$ cat src/rtl/mips_ctrl_pkg.sv
// mips_ctrl_pkg: states, opcodes, select encodings and control word for the multi-cycle MIPS controller
package mips_ctrl_pkg;

    typedef enum logic [3:0] {
        S_FETCH    = 4'd0,
        S_DECODE   = 4'd1,
        S_MEM_ADDR = 4'd2,
        S_MEM_RD   = 4'd3,
        S_MEM_WB   = 4'd4,
        S_MEM_WR   = 4'd5,
        S_R_EXEC   = 4'd6,
        S_R_WB     = 4'd7,
        S_I_EXEC   = 4'd8,
        S_I_WB     = 4'd9,
        S_BRANCH   = 4'd10,
        S_JUMP     = 4'd11,
        S_HALT     = 4'd12
    } state_t;

    localparam logic [3:0] OP_R    = 4'b0000;
    localparam logic [3:0] OP_LW   = 4'b0100;
    localparam logic [3:0] OP_SW   = 4'b0101;
    localparam logic [3:0] OP_BEQ  = 4'b0110;
    localparam logic [3:0] OP_ADDI = 4'b0111;
    localparam logic [3:0] OP_SLTI = 4'b1000;
    localparam logic [3:0] OP_J    = 4'b0010;
    localparam logic [3:0] OP_HALT = 4'b1111;

    localparam logic [1:0] ALU_OP_ADD   = 2'b11;
    localparam logic [1:0] ALU_OP_SUB   = 2'b01;
    localparam logic [1:0] ALU_OP_SLT   = 2'b10;
    localparam logic [1:0] ALU_OP_RTYPE = 2'b00;

    localparam logic [1:0] ALUB_REG = 2'b00;
    localparam logic [1:0] ALUB_ONE = 2'b01;
    localparam logic [1:0] ALUB_IMM = 2'b10;

    localparam logic [1:0] PCSRC_ALU    = 2'b00;
    localparam logic [1:0] PCSRC_ALUOUT = 2'b01;
    localparam logic [1:0] PCSRC_JUMP   = 2'b10;

    typedef struct packed {
        logic       pc_write;
        logic       pc_write_cond;
        logic [1:0] pc_src;
        logic       i_or_d;
        logic       mem_read;
        logic       mem_write;
        logic       ir_write;
        logic       reg_dst;
        logic       mem_to_reg;
        logic       reg_write;
        logic       alu_src_a;
        logic [1:0] alu_src_b;
        logic [1:0] alu_op;
    } ctrl_t;

    function automatic state_t dispatch(input logic [3:0] op);
        case (op)
            OP_LW, OP_SW:     return S_MEM_ADDR;
            OP_R:             return S_R_EXEC;
            OP_ADDI, OP_SLTI: return S_I_EXEC;
            OP_BEQ:           return S_BRANCH;
            OP_J:             return S_JUMP;
            OP_HALT:          return S_HALT;
            default:          return S_FETCH;
        endcase
    endfunction

    function automatic logic is_legal(input logic [3:0] op);
        return dispatch(op) != S_FETCH;
    endfunction

endpackage

$ cat src/rtl/mc_ctrl_decode.sv
// mc_ctrl_decode: pure state -> control word decode (Moore outputs before strobe gating)
module mc_ctrl_decode
    import mips_ctrl_pkg::*;
(
    input  state_t state,
    input  logic   slti,
    output ctrl_t  ctrl
);

    always_comb begin
        ctrl = '0;
        case (state)
            S_FETCH: begin
                ctrl.mem_read  = 1'b1;
                ctrl.ir_write  = 1'b1;
                ctrl.alu_src_b = ALUB_ONE;
                ctrl.alu_op    = ALU_OP_ADD;
                ctrl.pc_write  = 1'b1;
                ctrl.pc_src    = PCSRC_ALU;
            end
            S_DECODE: begin
                ctrl.alu_src_b = ALUB_IMM;
                ctrl.alu_op    = ALU_OP_ADD;
            end
            S_MEM_ADDR: begin
                ctrl.alu_src_a = 1'b1;
                ctrl.alu_src_b = ALUB_IMM;
                ctrl.alu_op    = ALU_OP_ADD;
            end
            S_MEM_RD: begin
                ctrl.mem_read = 1'b1;
                ctrl.i_or_d   = 1'b1;
            end
            S_MEM_WB: begin
                ctrl.reg_write  = 1'b1;
                ctrl.mem_to_reg = 1'b1;
            end
            S_MEM_WR: begin
                ctrl.mem_write = 1'b1;
                ctrl.i_or_d    = 1'b1;
            end
            S_R_EXEC: begin
                ctrl.alu_src_a = 1'b1;
                ctrl.alu_src_b = ALUB_REG;
                ctrl.alu_op    = ALU_OP_RTYPE;
            end
            S_R_WB: begin
                ctrl.reg_write = 1'b1;
                ctrl.reg_dst   = 1'b1;
            end
            S_I_EXEC: begin
                ctrl.alu_src_a = 1'b1;
                ctrl.alu_src_b = ALUB_IMM;
                ctrl.alu_op    = slti ? ALU_OP_SLT : ALU_OP_ADD;
            end
            S_I_WB: ctrl.reg_write = 1'b1;
            S_BRANCH: begin
                ctrl.alu_src_a     = 1'b1;
                ctrl.alu_src_b     = ALUB_REG;
                ctrl.alu_op        = ALU_OP_SUB;
                ctrl.pc_write_cond = 1'b1;
                ctrl.pc_src        = PCSRC_ALUOUT;
            end
            S_JUMP: begin
                ctrl.pc_write = 1'b1;
                ctrl.pc_src   = PCSRC_JUMP;
            end
            default: ;
        endcase
    end

endmodule

$ cat src/rtl/mc_main_control.sv
// mc_main_control: multi-cycle MIPS main control FSM with retired-instruction counter.
// Define MIPS_MEM_WAIT_EN to add the mem_ready port and stall memory states until it is high.
module mc_main_control
    import mips_ctrl_pkg::*;
#(
    parameter int CNT_W = 16
) (
    input  logic             clk,
    input  logic             reset,
    input  logic [3:0]       opcode,
    input  logic             zero,
`ifdef MIPS_MEM_WAIT_EN
    input  logic             mem_ready,
`endif
    output logic             pc_write,
    output logic             pc_write_cond,
    output logic [1:0]       pc_src,
    output logic             i_or_d,
    output logic             mem_read,
    output logic             mem_write,
    output logic             ir_write,
    output logic             reg_dst,
    output logic             mem_to_reg,
    output logic             reg_write,
    output logic             alu_src_a,
    output logic [1:0]       alu_src_b,
    output logic [1:0]       alu_op,
    output logic             halted,
    output logic             illegal_op,
    output logic [CNT_W-1:0] retired
);

    state_t     state, next;
    logic [3:0] op_q;
    logic       ready, retire;
    ctrl_t      ctrl;

`ifdef MIPS_MEM_WAIT_EN
    assign ready = mem_ready;
`else
    assign ready = 1'b1;
`endif

    // zero is consumed by the datapath together with pc_write_cond
    logic unused_zero;
    assign unused_zero = zero;

    always_comb begin
        next = S_FETCH;
        case (state)
            S_FETCH:    next = ready ? S_DECODE : S_FETCH;
            S_DECODE:   next = dispatch(opcode);
            S_MEM_ADDR: next = op_q == OP_SW ? S_MEM_WR : S_MEM_RD;
            S_MEM_RD:   next = ready ? S_MEM_WB : S_MEM_RD;
            S_MEM_WR:   next = ready ? S_FETCH : S_MEM_WR;
            S_R_EXEC:   next = S_R_WB;
            S_I_EXEC:   next = S_I_WB;
            S_HALT:     next = S_HALT;
            default:    next = S_FETCH;
        endcase
    end

    // FETCH re-entries from FETCH (stall) or DECODE (illegal) retire nothing
    assign retire = next == S_FETCH && state != S_FETCH && state != S_DECODE;

    always_ff @(posedge clk) begin
        if (reset) begin
            state      <= S_FETCH;
            op_q       <= '0;
            retired    <= '0;
            illegal_op <= 1'b0;
        end else begin
            state      <= next;
            op_q       <= state == S_DECODE ? opcode : op_q;
            retired    <= retire ? retired + 1'b1 : retired;
            illegal_op <= state == S_DECODE && !is_legal(opcode);
        end
    end

    mc_ctrl_decode u_decode (
        .state (state),
        .slti  (op_q == OP_SLTI),
        .ctrl  (ctrl)
    );

    logic fetch_ok;
    assign fetch_ok = state != S_FETCH || ready;

    assign pc_write      = ctrl.pc_write & fetch_ok & ~reset;
    assign ir_write      = ctrl.ir_write & fetch_ok & ~reset;
    assign pc_write_cond = ctrl.pc_write_cond & ~reset;
    assign mem_read      = ctrl.mem_read & ~reset;
    assign mem_write     = ctrl.mem_write & ~reset;
    assign reg_write     = ctrl.reg_write & ~reset;
    assign pc_src        = ctrl.pc_src;
    assign i_or_d        = ctrl.i_or_d;
    assign reg_dst       = ctrl.reg_dst;
    assign mem_to_reg    = ctrl.mem_to_reg;
    assign alu_src_a     = ctrl.alu_src_a;
    assign alu_src_b     = ctrl.alu_src_b;
    assign alu_op        = ctrl.alu_op;
    assign halted        = state == S_HALT;

endmodule

$ cat config.mk
export PLATFORM = sky130hd
export DESIGN_NAME = mc_main_control
export DESIGN_NICKNAME = d
export VERILOG_FILES = /design/src/rtl/mips_ctrl_pkg.sv /design/src/rtl/mc_ctrl_decode.sv /design/src/rtl/mc_main_control.sv
export SDC_FILE = /design/constraint.sdc
export NUM_CORES = 1
export LEC_CHECK = 0
export CAP_MARGIN = 20
export CORE_ASPECT_RATIO = 1.2
export CORE_MARGIN = 2
export CORE_UTILIZATION = 50
export DETAILED_ROUTE_END_ITERATION = 8
export PLACE_DENSITY = 0.85
export SLEW_MARGIN = 20
export SYNTH_ARGS = -nofsm -noshare
export SYNTH_HDL_FRONTEND = slang
export SYNTH_SLANG_ARGS = --single-unit
export TNS_END_PERCENT = 10
$ cat constraint.sdc
create_clock -name clk -period 4.1 [get_ports clk]
set_input_delay 0.41 -clock clk [delete_from_list [all_inputs] [get_ports clk]]
set_output_delay 0.41 -clock clk [all_outputs]
set_load 0.03 [all_outputs]
==> flow_summary.ini <==
[pwr]
leakagePower_uw = 0.0006000
ir_drop_mv = 0.1514
power_density_nw_per_um2 = 271.8
finalPower_uw = 528.4

[synth]
synth_top_area_cell = dfxtp_1
ys_seq_elements = 25
syn_avg_cell_area_um2 = 7.939
synth_mux_area_share_pct = 4.480
synth_top_area_share_pct = 32.00
synth-edff-count = 0
synthArstFlopShare_pct = 0
ys_warn_count = 0
yosysMostFrequentCell = nor2_1
synth_cells = 197
synth_area_leaders = dfxtp_1, a21oi_1, nor2_1
synth_top_family_by_area = simple AND/OR/NAND/NOR gates
yosysUniqueCellTypes = 40
ys_seq_area_share_pct = 32.00
synth_xor_area_share_pct = 2.240
synth-compound-area-share_pct = 19.28
synth_area_um2 = 1564
synth_flop_cell = dfxtp_1
synth_top_cells_by_count = nor2_1, dfxtp_1, a21oi_1
syn-num-nets = 205
synth-simple-area-share_pct = 34.08
synth_fa_ha_area_share_pct = 0.8000

[setup_path]
crit_path_end_kind = primary output
cp.required_ps = 3690
critPathTopFamily = flip-flops
path_class = flop to primary output
reg2regPathDepth = 5
critPathLaunchType = flop
critical_path_peak_fanout = 21
path_cells = nor4bb_1 -> clkdlybuf4s50_1
cp.depth = 2
crit_path_start = state[3]
r2r_end = retired[13]
r2r_setup_slack_ps = 1280
crit_slowest_cell = dfxtp_1
crit_path_end = halted
worstReg2RegStart = state[3]
critPathMaxStageDelay_ps = 840
cp_num_buf_inv = 1
worstPathArrival_ps = 2550

[clock_network]
cts_tree = done
clock_latency_ps = 320
cts_hold_buffers = 0
clk_path_buf_depth = 2
h-tree-depth = 1
cts_root_buf = clkbuf_4
cts_num_sinks = 25
numCtsBuffers = 3
cts.clk_slew.worst_paths_ps = 150
post_cts_buffers = 0
cts_resized = 0

[placement]
place_congestion = 0.8209
port_buffers = 39
hpwl_mm = 2.460
post-place-ws_ps = 1340

[grt]
grt-ovfl-total = 0
antenna_found_initial = 0
grt_pass1_wl_mm = 5.844
grt_max_degree = 33
grt_pass1_vias = 1355
grt_usage_pct = 21.24

[floorplanning]
rows = 22
die-height_um = 65.27
initial_utilization_pct = 51.65
die_w_um = 55.06
die-area_um2 = 3593
core_area_um2 = 3028
io_pins = 41

[detailed_routing]
antenna_left = 0
wire_per_inst_um = 13.87
drt_iter0_drc = 48
via_per_inst = 5.939
drc = 0
vias = 1556
routed_wl_mm = 3.633
first_pass_iters = 4

[timing]
tns_ps = 0
fin_crit_sh_pct = 72.31
hold_ws_ps = 493.2
fmax_ghz = 0.3373
worstMarginPinSlew_ps = 790.7
finalHoldViolCount = 0
report.final.slew_viol_count = 0
setup_viol = 0
max_slew_margin_pct = 47.15
fin_crit_ps = 2965
final.setup_skew_ps = 8.908
rsz0062_at_grt = no
setup_ws_ps = 1135

[job]
max_cap_violations = 0

[cells_and_area]
antenna_cells = 0
syn_to_final_growth_pct = 24.32
drive_gt1_share_pct = 4.425
nets = 235

[outcome]
status = finished, final reports clean

[min_path]
hold_class = flop to flop
-- sequential cells by signal, summed over array words and instances (netlist names) --
name / flops
illegal_op: 1
state: 4
retired: 16
op_q: 4
-- routing by layer --
metal / global-route usage (%) / wire length (µm) / vias up
met5: 0 / 0 / -
met2: 36.61 / 1746 / 50
li1: - / - / 779
met3: 2.727 / 196 / 4
met4: 7.622 / 53 / 0
met1: 26.10 / 1635 / 723
-- cell families (layout without fill, tap and decap cells) --
family,after synthesis,in the layout
flops,25,25
compound gates,47,47
fa+ha+maj,1,1
xor+xnor,4,4
simple gates,93,93
buf+inv,20,49
mux,7,7
-- through the flow --
step                area [µm²]  util [%]  std cells
floorplan                 1564         -        197
global placement          1914     63.22        258
detailed placement        1914     63.22        258
CTS                       1944     64.21        262
global route              1944     64.21        262
finish                    1944     64.21        262
-- worst reg2reg max path: cells and delay by family, from the launching register on --
kind,cells,cell delay [ps]
AO/OA/AOI/OAI,1,160
AND/OR/NAND/NOR,4,1760
flip-flops,1,840
-- power breakdown --
| group | switching [µW] | total (µW) | internal (µW) |
|---|---|---|---|
| sequential | 20.3 | 271 | 251 |
| clock | 77.7 | 115 | 37.2 |
| combinational | 81.9 | 142 | 60.1 |
| total | 180 | 528 | 349 |
-- final cells by class --
| cell class | count | area, µm² |
|---|---|---|
| Sequential cell | 25 | 500.5 |
| Multi-Input combinational cell | 152 | 952.2 |
| Timing Repair Buffer | 40 | 397.9 |
| Tap cell | 36 | 45.04 |
| Inverter | 5 | 18.77 |
| Clock buffer | 3 | 22.52 |
| Fill cell | 289 | 1084 |
| Clock inverter | 1 | 7.507 |
-- cells in the final DEF (no fill, tap or decap), drive strengths merged --
cell type,count
o2111ai,1
o21a,2
and4bb,1
xor2,1
clkinvlp,1
nand2,11
mux2i,7
nor3,4
o31ai,8
and4,1
clkdlybuf4s50,39
ha,1
nor4bb,2
nand2b,5
nand4,3
inv,5
o21ai,8
nand3,9
nor2b,5
or4,10
o22ai,1
a21oi,21
nor4,3
clkbuf,3
xnor2,3
a211oi,3
nor2,26
or3,5
nor4b,5
or2,1
a211o,1
a41oi,1
a21boi,1
and3,1
nor3b,1
buf,1
dfxtp,25
-- how the worst min path moves through the flow --
stage                start          end  depth (start not counted)
6_report       retired[15]  retired[15]                          2
3_3_place_gp   retired[15]  retired[15]                          2
4_1_cts        retired[15]  retired[15]                          2
2_1_floorplan      op_q[3]      op_q[3]                          2
3_5_place_dp   retired[15]  retired[15]                          2
5_1_grt        retired[15]  retired[15]                          2
Note: power is estimated with default switching activity, not from simulation.
